## src/rtl/audio_i2s_tx.sv

```systemverilog
// audio_i2s_tx: I2S transmitter with width reduction, stepped volume and optional saturating mono mix.
// Define AUDIO_I2S_TX_PHILIPS_EN for Philips format (din one BCK behind ws); default is left-justified.
module audio_i2s_tx #(
    parameter int IN_W       = 18,
    parameter int SAMPLE_W   = 16,
    parameter int STEREO     = 1,
    parameter int MONO_SHIFT = 3,
    parameter int VOL_W      = 2,
    parameter int DIV_W      = 8,
    parameter int AMP_POL    = 1
) (
    input  logic             clk,
    input  logic             reset,
    input  logic [DIV_W-1:0] bck_div,
    input  logic [VOL_W-1:0] volume,
    input  logic             amp_enable,
    input  logic [IN_W-1:0]  audio_l,
    input  logic [IN_W-1:0]  audio_r,
    output logic             i2s_bck,
    output logic             i2s_ws,
    output logic             i2s_din,
    output logic             amp_en,
    output logic             frame_strobe,
    output logic             clip
);
    localparam int CW = $clog2(2*SAMPLE_W);
    localparam logic AMP_ON = (AMP_POL != 0);

    logic signed [SAMPLE_W-1:0] red_l, red_r, sh_l, sh_r, vol_l, vol_r, mix_l, mix_r, proc_l, proc_r;
    logic signed [SAMPLE_W:0]   sum, avg;
    logic                       sat, proc_sat, head, fall;
    logic [DIV_W-1:0]           div_cnt;
    logic [CW-1:0]              bit_cnt, nb;
    logic [2*SAMPLE_W-2:0]      sr;

    // shift amount ~volume equals 2^VOL_W-1-volume
    always_comb begin
        sh_l  = red_l >>> ~volume;
        sh_r  = red_r >>> ~volume;
        vol_l = (volume == '0) ? '0 : sh_l;
        vol_r = (volume == '0) ? '0 : sh_r;
        sum   = {vol_l[SAMPLE_W-1], vol_l} + {vol_r[SAMPLE_W-1], vol_r};
        avg   = sum >>> MONO_SHIFT;
        sat   = avg[SAMPLE_W] != avg[SAMPLE_W-1];
        mix_l = (STEREO != 0) ? vol_l :
                sat ? {avg[SAMPLE_W], {(SAMPLE_W-1){~avg[SAMPLE_W]}}} : avg[SAMPLE_W-1:0];
        mix_r = (STEREO != 0) ? vol_r : mix_l;
        nb    = (bit_cnt == CW'(2*SAMPLE_W-1)) ? '0 : bit_cnt + 1'b1;
        fall  = (div_cnt >= bck_div) && i2s_bck;
    end

    always_ff @(posedge clk) begin
        if (reset) begin
            red_l        <= '0;
            red_r        <= '0;
            proc_l       <= '0;
            proc_r       <= '0;
            proc_sat     <= 1'b0;
            div_cnt      <= '0;
            bit_cnt      <= '1;
            {head, sr}   <= '0;
            i2s_bck      <= 1'b0;
            i2s_ws       <= 1'b0;
            frame_strobe <= 1'b0;
            clip         <= 1'b0;
            amp_en       <= ~AMP_ON;
        end else begin
            red_l        <= audio_l[IN_W-1 -: SAMPLE_W];
            red_r        <= audio_r[IN_W-1 -: SAMPLE_W];
            proc_l       <= mix_l;
            proc_r       <= mix_r;
            proc_sat     <= (STEREO == 0) && sat;
            amp_en       <= amp_enable ? AMP_ON : ~AMP_ON;
            frame_strobe <= 1'b0;
            clip         <= 1'b0;
            if (div_cnt >= bck_div) begin
                div_cnt <= '0;
                i2s_bck <= ~i2s_bck;
            end else begin
                div_cnt <= div_cnt + 1'b1;
            end
            if (fall) begin
                bit_cnt      <= nb;
                i2s_ws       <= nb >= CW'(SAMPLE_W);
                {head, sr}   <= (nb == '0) ? {proc_l, proc_r} : {sr, 1'b0};
                frame_strobe <= nb == '0;
                clip         <= (nb == '0) && proc_sat;
            end
        end
    end

`ifdef AUDIO_I2S_TX_PHILIPS_EN
    always_ff @(posedge clk)
        i2s_din <= reset ? 1'b0 : fall ? head : i2s_din;
`else
    assign i2s_din = head;
`endif

    if (IN_W > SAMPLE_W) begin : g_lsb
        logic unused_lsb;
        assign unused_lsb = ^{audio_l[IN_W-SAMPLE_W-1:0], audio_r[IN_W-SAMPLE_W-1:0]};
    end
endmodule
```

## config.mk

```make
export PLATFORM = sky130hd
export DESIGN_NAME = audio_i2s_tx
export DESIGN_NICKNAME = d
export VERILOG_FILES = /design/src/rtl/audio_i2s_tx.sv
export SDC_FILE = /design/constraint.sdc
export NUM_CORES = 1
export LEC_CHECK = 0
export ABC_AREA = 1
export BUFFER_PORTS_ARGS = -buffer_cell sky130_fd_sc_hd__buf_2
export CAP_MARGIN = 20
export CORE_MARGIN = 10
export CORE_UTILIZATION = 53
export DETAILED_ROUTE_END_ITERATION = 8
export GPL_TIMING_DRIVEN = 0
export PLACE_DENSITY_LB_ADDON = 0.05
export RECOVER_POWER = 50
export SYNTH_ARGS = -nofsm -noshare
export SYNTH_HDL_FRONTEND = slang
export SYNTH_SLANG_ARGS = --single-unit
```

## constraint.sdc

```tcl
create_clock -name clk -period 2.24 [get_ports clk]
set_input_delay 0 -clock clk [delete_from_list [all_inputs] [get_ports clk]]
set_output_delay 0 -clock clk [all_outputs]
set_load 0.02 [all_outputs]
```

[Yosys cells after proc, flatten, opt, wreduce, memory -nomap -nowiden]
Cells that the tools add are included.
Storage, ports and cells
  bits in registers: 113
  input bits: 49
  output and inout bits: 6
  logic and storage cells: 31
Operators by class
  $add $sub $neg: 2
  order comparisons: 2
  equality and inequality tests: 1
  shift-type cells: 2
  multiplexer cells: 3
  bitwise operators: 3
  reductions and logical operators: 6
Operator list (count)
  32-bit 2-to-1 mux: 1
  16-bit by 2-bit >>> shifter with 16-bit output: 2
  8-bit by 1-bit adder with 8-bit output (second input constant): 1
  8-bit greater-or-equal comparator: 1
  2-bit OR reduction: 3
  5-bit by 1-bit adder with 5-bit output (second input constant): 1
  5-bit equality test (second input constant): 1
  5-bit greater-or-equal comparator (second input constant): 1
  5-bit logical NOT: 1
  5-bit 2-to-1 mux: 1
  2-bit logical NOT: 1
  1-bit inverter: 2
  2-bit inverter: 1
  1-bit logical AND: 1
  1-bit 2-to-1 mux: 1

[Longest topological paths before layout]
Gate-level depths: netlist of run 1.
  depth in word-level cells: 4
  mapped depth: 14
  gate-level depth less buffers: 13

[Least setup slack after synthesis of run 1]
No wires, ideal clock.
  path type: register -> register
  start: register bit_cnt[0]
  end: register sr[10]
  library setup time: 0.113 ns
  arrival time: 1.632 ns
  required time: 2.127 ns
  slack: 0.496 ns
  stages on the path, launching flop included: 14
  path buffers: 1
  clock period less this slack: 1.744 ns
  cell sequence: dfxtp_1 -> ha_1 -> nand2_1 -> nor2_1 -> ha_1 -> inv_1 -> nand2_1 -> nor2_4 -> nand2_4 -> buf_4 -> nand2_1 -> nand2_1 -> nor2_1 -> nor2_1
Between the ends
  longest elaborated chain between the ends: 4
  elaborated cells on any way between the ends: 5
  those cells by class: 1 x add/sub; 1 x eq/ne; 2 x mux; 1 x reduce/logical
Ends and longest elaborated chain
  start: declaration: RTL line 33  | logic [CW-1:0] bit_cnt, nb;
  start signal: assignment: RTL line 83  | bit_cnt <= nb;
  5-bit by 1-bit adder with 5-bit output / 5-bit equality test (equally long branches): RTL line 48  | nb = (bit_cnt == CW'(2*SAMPLE_W-1)) ? '0 : bit_cnt + 1'b1;
  5-bit 2-to-1 mux *: RTL line 48
  net nb[4]: RTL line 33
  5-bit logical NOT *
  32-bit 2-to-1 mux *: RTL line 85  | {head, sr} <= (nb == '0) ? {proc_l, proc_r} : {sr, 1'b0};
  end signal: assignment: RTL line 85
  end: declaration: RTL line 34  | logic [2*SAMPLE_W-2:0] sr;
Mark *: on every way through the listed nets, which the timed path passes. The rest lies on a longest branch.
A chain may end at the register's enable or synchronous reset.

[Final worst setup path of run 1]
  start: register bit_cnt[1]
  end: register sr[19]
Same word-level chain as after synthesis.

==> results of run 1 <==
[metal layers]
layer	routed length (um)	part of all wire, %	GRT usage, %	vias to the layer above
li1	-	-	-	2454
met1	5530	48	19.6	1961
met2	5330	46	28.3	99
met3	564	4.9	5.95	10
met4	119	1.0	4.95	0
met5	0	0	0	-
[logic make-up (layout without fill, tap and decap cells)]
family                   Yosys count  in the layout  share of synthesized area (%)
AND/OR/NAND/NOR                  401            401                           32.3
flip-flops                       113            113                           44.8
adder cells (fa/ha/maj)           12             12                           2.97
XOR/XNOR                           4              4                          0.694
buffers and inverters            142            259                           12.0
AO/OA/AOI/OAI                     71             71                           7.09
other                              1              1                         0.0743
[final cells by class]
cell class	count	area, sq um	area share [%]
plain buffers	40	224	3.48
clock buffers	20	435	6.76
clock inverters	12	180	2.80
inverters	102	383	5.94
multi-input cells	489	2180	33.9
flip-flops and latches	113	2260	35.1
well taps	129	161	2.50
repair buffers	85	614	9.53
[where the power goes]
part | internal, uW | total (uW) | switching (uW)
Clock | 1840 | 2770 | 932
Combinational | 155 | 353 | 198
Sequential | 2080 | 2100 | 25.4
Total | 4070 | 5230 | 1160
[cells in the mapped netlist, types with 2 or more instances]
library cell | n | area, sq um
sky130_fd_sc_hd__nor3_1 | 2 | 10.0
sky130_fd_sc_hd__dfxtp_1 | 113 | 2260
sky130_fd_sc_hd__buf_4 | 7 | 52.6
sky130_fd_sc_hd__buf_2 | 15 | 75.1
sky130_fd_sc_hd__buf_6 | 4 | 45.0
sky130_fd_sc_hd__o21ai_0 | 30 | 150
sky130_fd_sc_hd__xor2_1 | 3 | 26.3
sky130_fd_sc_hd__ha_1 | 12 | 150
sky130_fd_sc_hd__nor2_1 | 116 | 435
sky130_fd_sc_hd__nand2_4 | 2 | 22.5
sky130_fd_sc_hd__nand4_1 | 2 | 12.5
sky130_fd_sc_hd__nand3_1 | 43 | 215
sky130_fd_sc_hd__clkbuf_1 | 13 | 48.8
sky130_fd_sc_hd__nand2_1 | 227 | 852
sky130_fd_sc_hd__nor2_4 | 2 | 22.5
sky130_fd_sc_hd__inv_1 | 101 | 379
sky130_fd_sc_hd__o21ai_1 | 2 | 10.0
sky130_fd_sc_hd__nand2_2 | 2 | 12.5
sky130_fd_sc_hd__a21oi_1 | 38 | 190
[worst max-delay path: stages (launching register included)]
cell                      delay (ns)
sky130_fd_sc_hd__dfxtp_1        0.37
sky130_fd_sc_hd__ha_1           0.18
sky130_fd_sc_hd__nand2_1        0.08
sky130_fd_sc_hd__nor2_1         0.10
sky130_fd_sc_hd__ha_2           0.28
sky130_fd_sc_hd__inv_1          0.05
sky130_fd_sc_hd__nand2_1        0.07
sky130_fd_sc_hd__nor2_4         0.18
sky130_fd_sc_hd__nand2_4        0.10
sky130_fd_sc_hd__buf_4          0.18
sky130_fd_sc_hd__nand2_1        0.08
sky130_fd_sc_hd__nand2_1        0.05
sky130_fd_sc_hd__nor2_1         0.09
sky130_fd_sc_hd__nor2_1         0.05
[stage by stage]
step / area (sq um) / setup slack (ns) / total power [uW]
5_1_grt: 6440 / 0.00172 / 5410
2_1_floorplan: 5050 / 0.496 / 2340
3_3_place_gp: 5440 / 0.280 / 2430
4_1_cts: 6450 / 0.197 / 5240
3_5_place_dp: 5440 / 0.231 / 2440
6_report: 6440 / 0.256 / 5230
[registers in the layout (all words and copies together), names as in the netlist]
signal        count
i2s_din           1
sr               31
red_r            16
proc_r           16
proc_l           16
red_l            16
i2s_bck           1
amp_en            1
bit_cnt           5
i2s_ws            1
frame_strobe      1
div_cnt           8
[path summary, 6_finish.rpt]
kind,start,to,slack [ns],cells after the start
worst min-delay path,bck_div[0],bit_cnt[1],0.20,6
worst max register to register,bit_cnt[1],sr[19],0.26,13
worst max-delay path,bit_cnt[1],sr[19],0.26,13
worst min register to register,red_l[15],proc_l[15],0.47,2
[what timing repair did]
action | in CTS | in global routing
hold buffers | 39 | 0
resized for setup | 0 | 2
endpoints found under the setup margin | 0 | 2
endpoints found under the hold margin | 43 | 0
[placed cells by master, fill, tap and decap left out, types with 2 or more instances in the layout]
| cell | instances |
|---|---|
| sky130_fd_sc_hd__clkbuf_16 | 16 |
| sky130_fd_sc_hd__a21oi_1 | 38 |
| sky130_fd_sc_hd__inv_6 | 3 |
| sky130_fd_sc_hd__nor3_1 | 2 |
| sky130_fd_sc_hd__ha_1 | 11 |
| sky130_fd_sc_hd__nand3_1 | 43 |
| sky130_fd_sc_hd__dfxtp_1 | 112 |
| sky130_fd_sc_hd__buf_2 | 55 |
| sky130_fd_sc_hd__nand2_1 | 227 |
| sky130_fd_sc_hd__nand2_2 | 2 |
| sky130_fd_sc_hd__nand4_1 | 2 |
| sky130_fd_sc_hd__dlygate4sd3_1 | 39 |
| sky130_fd_sc_hd__xor2_1 | 3 |
| sky130_fd_sc_hd__clkbuf_8 | 2 |
| sky130_fd_sc_hd__nor2_4 | 2 |
| sky130_fd_sc_hd__clkinv_2 | 2 |
| sky130_fd_sc_hd__buf_4 | 7 |
| sky130_fd_sc_hd__bufinv_16 | 4 |
| sky130_fd_sc_hd__o21ai_0 | 31 |
| sky130_fd_sc_hd__buf_6 | 4 |
| sky130_fd_sc_hd__clkbuf_1 | 22 |
| sky130_fd_sc_hd__inv_1 | 101 |
| sky130_fd_sc_hd__nand2_4 | 2 |
| sky130_fd_sc_hd__nor2_1 | 116 |
| sky130_fd_sc_hd__clkinvlp_4 | 2 |
==> run summary, run 1 <==
The run finished with clean final reports. The die span in y came out at 118 um. The number of routed nets with antenna violations came out at 0. The pin count of the biggest net entering global routing is 17. The total number of vias came out at 4524.

The number of top-level pins came out at 55. The width of the chip came out at 118 um. The category of the worst setup path launch point is a flop. Dividing the detail-routed via count by the number of cells gives 4.57. The worst path uses 88.6% of the clock period. After clock tree synthesis, the clock-pin slew on the worst setup and hold paths is 0.05 ns.

Counting along the longest clock path gives a buffer depth of 2. The clock period minus final worst setup slack is 1.98 ns. The number of global-route vias before repair is 4440. The most used flip-flop cell after synthesis is sky130_fd_sc_hd__dfxtp_1.

Fill cells in the final layout number 747. The initial antenna violation count came out at 0. The number of enable-type register cells in the synthesized netlist came out at 0. The row count is 35.

The violation count after the first detailed-routing iteration is 282. The cell count after synthesis is 744. After synthesis, the mean cell area works out to 6.79 sq um. The worst hold slack is 0.203 ns. For this run, the register share of the synthesized area comes to 44.8%. For the pin with the worst max-slew slack, the measured transition is 0.524 ns. The non-filler instance count after layout came out at 990. The count of yosys warnings during synthesis came out at 0. The total global routing overflow is 0.

Counting every sink on the clock net gives 113. TritonCTS built the clock tree. The HPWL reported at the end of detailed placement came out at 7940 um.

The tree is rooted in a sky130_fd_sc_hd__clkbuf_8. The timing-limited maximum frequency is 504 MHz. The max-slew headroom at the worst pin came out at 65.1%. The core occupancy in the finished layout is 69.7%. Global routing used 16.8% of the available tracks. The maximum fanout encountered on the critical timing path is 10.

The hold violation total from the final report is 0. The category of the critical setup timing path is reg2reg. The region available for standard cell placement spans 0.00924 sq mm. For this design the static power due to leakage is 0.00329 uW. The required time of the critical path came out at 2.64 ns. The worst setup path is captured at a flop. Of the cells placed in the final design, the portion with a size suffix greater than 1 is 12.7%. The number of setup buffers added after CTS is 0. The first global-routing pass estimated 19800 um of wire. The worst vdd rail ir drop is 0.604 mV. The first TritonRoute pass finished after 5 iterations. The antenna diode instance count is 0. The number of pins with negative max-slew slack in the final report came out at 0. The die area came out at 0.0138 sq mm. The setup skew after layout is 0.0130 ns. The number of buffer cells added on primary ports came out at 46. The aggregate negative setup slack came out at 0 ns. At the end of routability-driven placement, the weighted congestion stood at 0.849. Relative to the synthesized area, the layout overhead comes to 27.6%. The total number of H-tree levels came out at 4.

Once placement completed, the tool counted placed cells totaling 919. The net count after synthesis is 805. The number of library cell types mapped by synthesis came out at 29. The critical path data arrival time came out at 2.38 ns. The aggregate routed wire length is 11500 um. The tightest min-delay check is of the in2reg type.

Setup repair after global routing left no endpoint under its margin. The number of maximum-capacitance constraint violations came out at 0. Clock tree synthesis inserted a total of 17 buffers.

The register bit count reported by yosys came out at 113. The final layout contains 909 nets. The proportion of register bits with asynchronous set or reset after synthesis is 0%. The netlist area before placement came out at 0.00505 sq mm.

The number of setup violations in the final report came out at 0. The DRC violations left is 0. The later-pin clock latency in the skew report came out at 0.52 ns. The power density of the placed cells came out at 811 mW/mm^2.

The average wire length per cell after detail routing came out at 11.7 um. For this configuration, the core starts out at a cell density of 54.7%.
(Power assumes the default switching activity.)
==> inputs of run 2 (changes only) <==
CORE_ASPECT_RATIO = 2   (was default)
REMOVE_ABC_BUFFERS = 1   (was default)
==> run summary, run 2 (synthesized netlist as in run 1, its figures left out) <==
Setup repair after global routing left no endpoint under its margin. Across the routed clock network, the largest skew measured is 0.00591 ns. In the routed design, unresolved DRC markers number 0. The worst hold slack came out at 0.0843 ns.

The flip-flop count of the largest register, all copies and words added is 31. TritonCTS built the clock tree. At the later pin of the worst-skew pair, clock insertion delay measures 0.41 ns. Row generation in the floorplan step produced 50 rows. In this run the tool buffered the top-level ports with 49 buffer cells. The static power due to leakage is 0.00319 uW. The clock network accounts for 53.6% of the total power. The number of global-route vias before repair is 4254. The part of the cycle the worst path needs is 92.5%. The placed cell area is 0.00526 sq mm.

Pin placement for this block handled 55 I/O pins. The category of the worst setup path launch point is a flop. The total overflow left after global routing is 0. The initial antenna violation count came out at 0. Data on the critical path arrives at its endpoint at 2.41 ns.

The relative contribution of combinational cells to total power came out at 6.2%. The number of maximum-capacitance constraint violations is 0. For the finished layout, the period the worst path requires is 2.07 ns. Clock-pin slew was measured on the worst setup and hold paths at 0.05 ns. The category of the critical setup timing path is reg2reg. At the worst endpoint, the required time is 2.58 ns. STA classifies the critical path endpoint as a flop.

The tightest min-delay check is of the in2reg type. The finished cells cover 0.00629 sq mm. The cell family contributing the most delay on the critical path is simple AND/OR/NAND/NOR gates. Registers are responsible for 40.2% of the overall power. VDD sags by at most 0.600 mV. The post-layout net count is 875. Net switching is 20.9% of the power. Dividing total power by cell area gives a power density of 830 mW/mm^2.

The number of pins with negative max-slew slack in the final report came out at 0. Counting the fill cells in the layout gives 847. The signal on the critical path passes through ha_1 > nand2_1 > nor2_1 > ha_1 > inv_1 > nand2_1 > nor2_2 > nor2_4 > buf_4 > nand2_4 > nand2_1 > nand2_1 > nor2_1 > nor2_1. The maximum clock path buffer count came out at 2. The number of CTS-inserted buffers is 17. The measured slew at the worst slew-check pin came out at 0.873 ns. The cell count after placement came out at 859. The top cell types in the final layout, fill and taps aside, are sky130_fd_sc_hd__nand2_1 (226), sky130_fd_sc_hd__nor2_1 (114), sky130_fd_sc_hd__dfxtp_1 (112). The number of setup violations in the final report came out at 0. The tree built by TritonCTS fans out to 113 sinks. The total number of H-tree levels is 4. The HPWL reported at the end of detailed placement is 6530 um. The aggregate routed wire length is 10300 um. The average wire length per cell after detail routing is 11.1 um. The antenna diode instance count is 0. The largest individual stage delay along the critical path comes from the cell sky130_fd_sc_hd__dfxtp_2. The share of layout cells above drive strength 1 came out at 11.9%. The pin count of the biggest net entering global routing is 73. The number of vias per cell after detailed routing is 4.81. The non-filler instance count after layout is 931.

The core footprint is 0.00932 sq mm. The hold violation total from the final report was 0. The internal portion of the total power is 4130 uW. The core occupancy in the finished layout is 67.5%. The switching power of the nets came out at 1090 uW.

The run finished with clean final reports. The timing-limited maximum frequency is 483 MHz. In this run the clock root is driven by a sky130_fd_sc_hd__clkbuf_16. The total number of vias came out at 4477. Once the floorplan was initialized, standard cells occupied 54.2% of the core. For this run, the detailed router's first-pass iteration total came to 6.

The width of the chip is 89.0 um. The max-slew headroom at the worst pin is 41.8%. Along the worst path, the maximum fanout reaches 16.

The number of routed nets with antenna violations is 0. The die is 158 um tall. Total power for the finished layout comes to 5220 uW. The delay contributed by the slowest stage of the critical path is 0.34 ns. The most common cell after layout, fill and taps aside is sky130_fd_sc_hd__nand2_1. The first routing iteration left 251 violations. The count of buffer and inverter cells on the critical path is 2. The total routing usage reported by global routing came out at 15.5%.

The routability congestion estimate is 0.760. The cell that appears most often on the critical path is sky130_fd_sc_hd__nand2_1. The wire length of the first global-routing pass came out at 17500 um. Relative to the synthesized area, the layout overhead comes to 24.6%. The die area is 0.0141 sq mm.
run 2: cell types whose count changed in the layout (fill, tap and decap cells not counted), moves of 2 or more:
cell | before | now
sky130_fd_sc_hd__buf_2 | 55 | 43
sky130_fd_sc_hd__clkbuf_1 | 22 | 8
sky130_fd_sc_hd__buf_6 | 4 | 0
sky130_fd_sc_hd__dlygate4sd3_1 | 39 | 33
sky130_fd_sc_hd__inv_6 | 3 | 0
sky130_fd_sc_hd__clkbuf_2 | 0 | 2
sky130_fd_sc_hd__nor2_1 | 116 | 114
sky130_fd_sc_hd__nor2_2 | 1 | 3
sky130_fd_sc_hd__buf_4 | 7 | 2
sky130_fd_sc_hd__nand2_8 | 0 | 2
run 2: timing repair:
| action | CTS | global route |
|---|---|---|
| hold buffers | 33 | 0 |
| setup buffers | 1 | 3 |
| cloned | 1 | 2 |
| pin swaps | 1 | 3 |
| resized for setup | 3 | 7 |
| endpoints found under the hold margin | 33 | 0 |
| endpoints found under the setup margin | 33 | 33 |
run 2: power groups by stage:
stage	sequential, uW	clock (uW)	combinational (uW)
5_1_grt	2110	2920	372
2_1_floorplan	2140	0	172
3_3_place_gp	2140	0	263
3_5_place_dp	2140	0	283
6_report	2100	2800	323
4_1_cts	2100	2850	328
run 2: worst min-delay path, cell delays in order:
cell	delay [ns]
sky130_fd_sc_hd__buf_2	0.25
sky130_fd_sc_hd__nand2_1	0.13
sky130_fd_sc_hd__a21oi_1	0.05
run 2: metrics by stage:
step,TNS (ns),setup slack (ns)
3_5_place_dp,-12.06,-0.388
5_1_grt,0,0.0135
2_1_floorplan,0,0.109
6_report,0,0.169
3_3_place_gp,-32.04,-0.679
4_1_cts,0,0.0243
run 2: worst paths after layout:
| kind | from | end | slack, ns | cells past startpoint |
|---|---|---|---|---|
| min reg2reg | red_r[15] | proc_r[15] | 0.46 | 2 |
| max | bit_cnt[0] | sr[3] | 0.17 | 14 |
| max reg2reg | bit_cnt[0] | sr[3] | 0.17 | 14 |
| min | volume[1] | proc_l[13] | 0.08 | 3 |
run 2: final cells by class:
type                    count  area [sq um]  share of cell area [%]
flip-flops and latches    113          2260                    36.0
multi-input cells         492          2240                    35.6
repair buffers             88           652                    10.4
clock buffers              22           464                    7.38
inverters                 102           383                    6.08
clock inverters            10           158                    2.51
well taps                 104           130                    2.07
run 2: layer usage:
metal	GRT usage [%]	wire length (um)
met3	4.99	433
met2	28.6	5560
met5	0	0
met4	6.94	187
met1	14.9	4170
==> inputs of run 3 (changes only) <==
CORE_UTILIZATION = 55   (was 53)
MAX_ROUTING_LAYER = met4   (was default)
==> run summary, run 3 (synthesized netlist as in run 1, its figures left out) <==
Along the worst hold path, the cell count comes to 3. The number of CTS-inserted buffers came out at 17. Global routing used 15.6% of the available tracks. The max-slew headroom at the worst pin is 29.6%. Input and output buffers added on the ports amount to 49. The tool flagged a number of max-cap violations equal to 0. The hold violation total from the final report came out at 0. In the routed layout, each cell is associated on average with a via count of 4.76.

The met1 demand-to-capacity share in global routing came out at 15.8%. The maximum clock path buffer count is 2. Measured in cells, the most critical reg-to-reg path has a length of 12. The area of all placed cells without fillers is 0.00619 sq mm.

The end of the worst register-to-register path is sr[4]. Leaving out fill and tap cells, the most frequent cell in the layout is sky130_fd_sc_hd__nand2_1. The timing-limited maximum frequency came out at 489 MHz. The static power due to leakage came out at 0.00316 uW. For this run, the share of the core covered by cells in the final layout is 68.7%. The non-filler instance count after layout came out at 924. The number of setup violations in the final report is 0. The initial antenna violation count was 0. Setup repair after global routing left no endpoint under its margin. The power density of the placed cells came out at 794 mW/mm^2. The critical path data arrival time is 2.38 ns. The worst setup path is of the reg2reg kind. The violation count after the first detailed-routing iteration came out at 225.

Entering global routing, the biggest net connects 73 pins. The worst register-to-register path begins at bit_cnt[1]. The width of the chip came out at 87.8 um.

The wire length of the first global-routing pass is 17300 um. The row count is 49. The path class of the tightest hold or removal check is in2reg. The later-pin clock latency in the skew report is 0.40 ns. For this block, the routed nets add up to 10000 um of wire. The starting density of the core came out at 56.0%. The share of layout cells above drive strength 1 came out at 10.9%. The clock-pin transition on the worst setup and hold timing paths is 0.05 ns. The startpoint identified for the worst hold timing path is volume[1].

The total number of H-tree levels is 4. The tree is rooted in a sky130_fd_sc_hd__clkbuf_16. TritonCTS built the clock tree.

The worst-case register-to-register setup slack came out at 0.20 ns. The global routing stage identified its most utilized layer as met2. The antenna diode instance count is 0. The cell count after placement is 857.

Of all nets on the critical path, the largest fanout is 15. The signed area change from the synthesized netlist to the final layout is 22.7%. The number of routed nets with antenna violations is 0. For this design, the sink count on the clock tree is 113. STA puts the critical path data required time at 2.57 ns. The routability congestion estimate came out at 0.762. The HPWL reported at the end of detailed placement came out at 6510 um.

The measured slew at the worst slew-check pin is 1.05 ns. After floorplanning, the core was sized to cover 0.00901 sq mm. The average wire length per cell after detail routing is 10.9 um. The final layout contains 872 nets. The met2 usage in global routing is 27.1%. The DRC violations left came out at 0. The flip-flop count of the largest register, all copies and words added is 31. The worst setup path is launched from a flop. The number of pins with negative max-slew slack in the final report came to 0.

The floorplan step set the die height to 156 um. The number of global-route vias before repair came out at 4203. The worst vdd rail ir drop came out at 0.587 mV. Leaving out fill and tap cells, the most frequent cells in the layout are sky130_fd_sc_hd__nand2_1 (227), sky130_fd_sc_hd__nor2_1 (114), sky130_fd_sc_hd__dfxtp_1 (112).

The number of iterations in the first detailed-routing pass is 4. The worst path in the final design needs a cycle of 2.04 ns, including I/O delays and setup. The part of the cycle the worst path needs came out at 91.2%. The setup skew after layout came out at 0.00829 ns. The path with the worst hold slack has its endpoint at proc_l[14]. The routed layout has 4396 vias.

The number of top-level pins came out at 55. The worst setup path is captured at a flop. The run finished with clean final reports. The placed cell area came out at 0.00524 sq mm. The die covers 0.0136 sq mm. The total global routing overflow came out at 0. For met3 alone, demand over resource in global routing was 4.81%.
[run 3: layer usage]
| metal | share of wire [%] | wire, um |
|---|---|---|
| met1 | 42 | 4260 |
| met2 | 53 | 5300 |
| met5 | 0 | 0 |
| met4 | 0.89 | 89 |
| met3 | 3.9 | 391 |
[run 3: report_power, final]
part	switching (uW)	internal, uW
logic	178	147
clock network	823	1670
registers	24.3	2080
[run 3: worst max path at each step]
stage                     from          to  slack, ns  cells past startpoint
global placement         reset  proc_l[14]      -0.67                      4
global route        bit_cnt[1]      sr[18]       0.02                     12
finish              bit_cnt[1]       sr[4]       0.20                     12
CTS                 bit_cnt[0]      sr[17]       0.02                     11
floorplan           bit_cnt[0]     i2s_din       0.11                     12
detailed placement  bit_cnt[0]       sr[4]      -0.43                     12
[run 3: final cells by class]
cell class	instances	area (sq um)
fillers	758	2820
flip-flops and latches	113	2260
multi-input cells	491	2220
repair buffers	86	643
clock buffers	23	468
inverters	102	383
well taps	102	128
clock inverters	7	85.1
[run 3: worst max-delay path, cell delays in order, from the launching register on]
cell and delay (ns):
sky130_fd_sc_hd__dfxtp_1 0.37, sky130_fd_sc_hd__ha_1 0.18, sky130_fd_sc_hd__nand2_1 0.07, sky130_fd_sc_hd__nor2_1 0.11
sky130_fd_sc_hd__ha_1 0.25, sky130_fd_sc_hd__inv_1 0.07, sky130_fd_sc_hd__nand2_1 0.14, sky130_fd_sc_hd__nor2_4 0.24
sky130_fd_sc_hd__buf_6 0.21, sky130_fd_sc_hd__nand3_1 0.09, sky130_fd_sc_hd__nand2_1 0.09, sky130_fd_sc_hd__nor2_1 0.04
sky130_fd_sc_hd__nor2_1 0.11
[run 3: what timing repair did]
item / 4_1_cts / 5_1_grt
hold endpoints to repair: 33 / 0
endpoints found under the setup margin: 33 / 32
cloned: 1 / 1
setup buffers: 1 / 1
gates resized for setup: 2 / 6
pin swaps: 1 / 3
hold buffers: 33 / 0
[run 3: metrics by stage]
| stage | setup TNS (ns) | power [uW] | worst slack [ns] | hold slack [ns] |
|---|---|---|---|---|
| final | 0 | 4920 | 0.196 | 0.0828 |
| after global routing | 0 | 5100 | 0.0217 | 0.0857 |
| after CTS | 0 | 4970 | 0.0156 | 0.0634 |
| after detailed placement | -13.40 | 2420 | -0.428 | 0.205 |
| after global placement | -30.30 | 2400 | -0.671 | 0.198 |
| after floorplan | 0 | 2310 | 0.109 | 0.0691 |
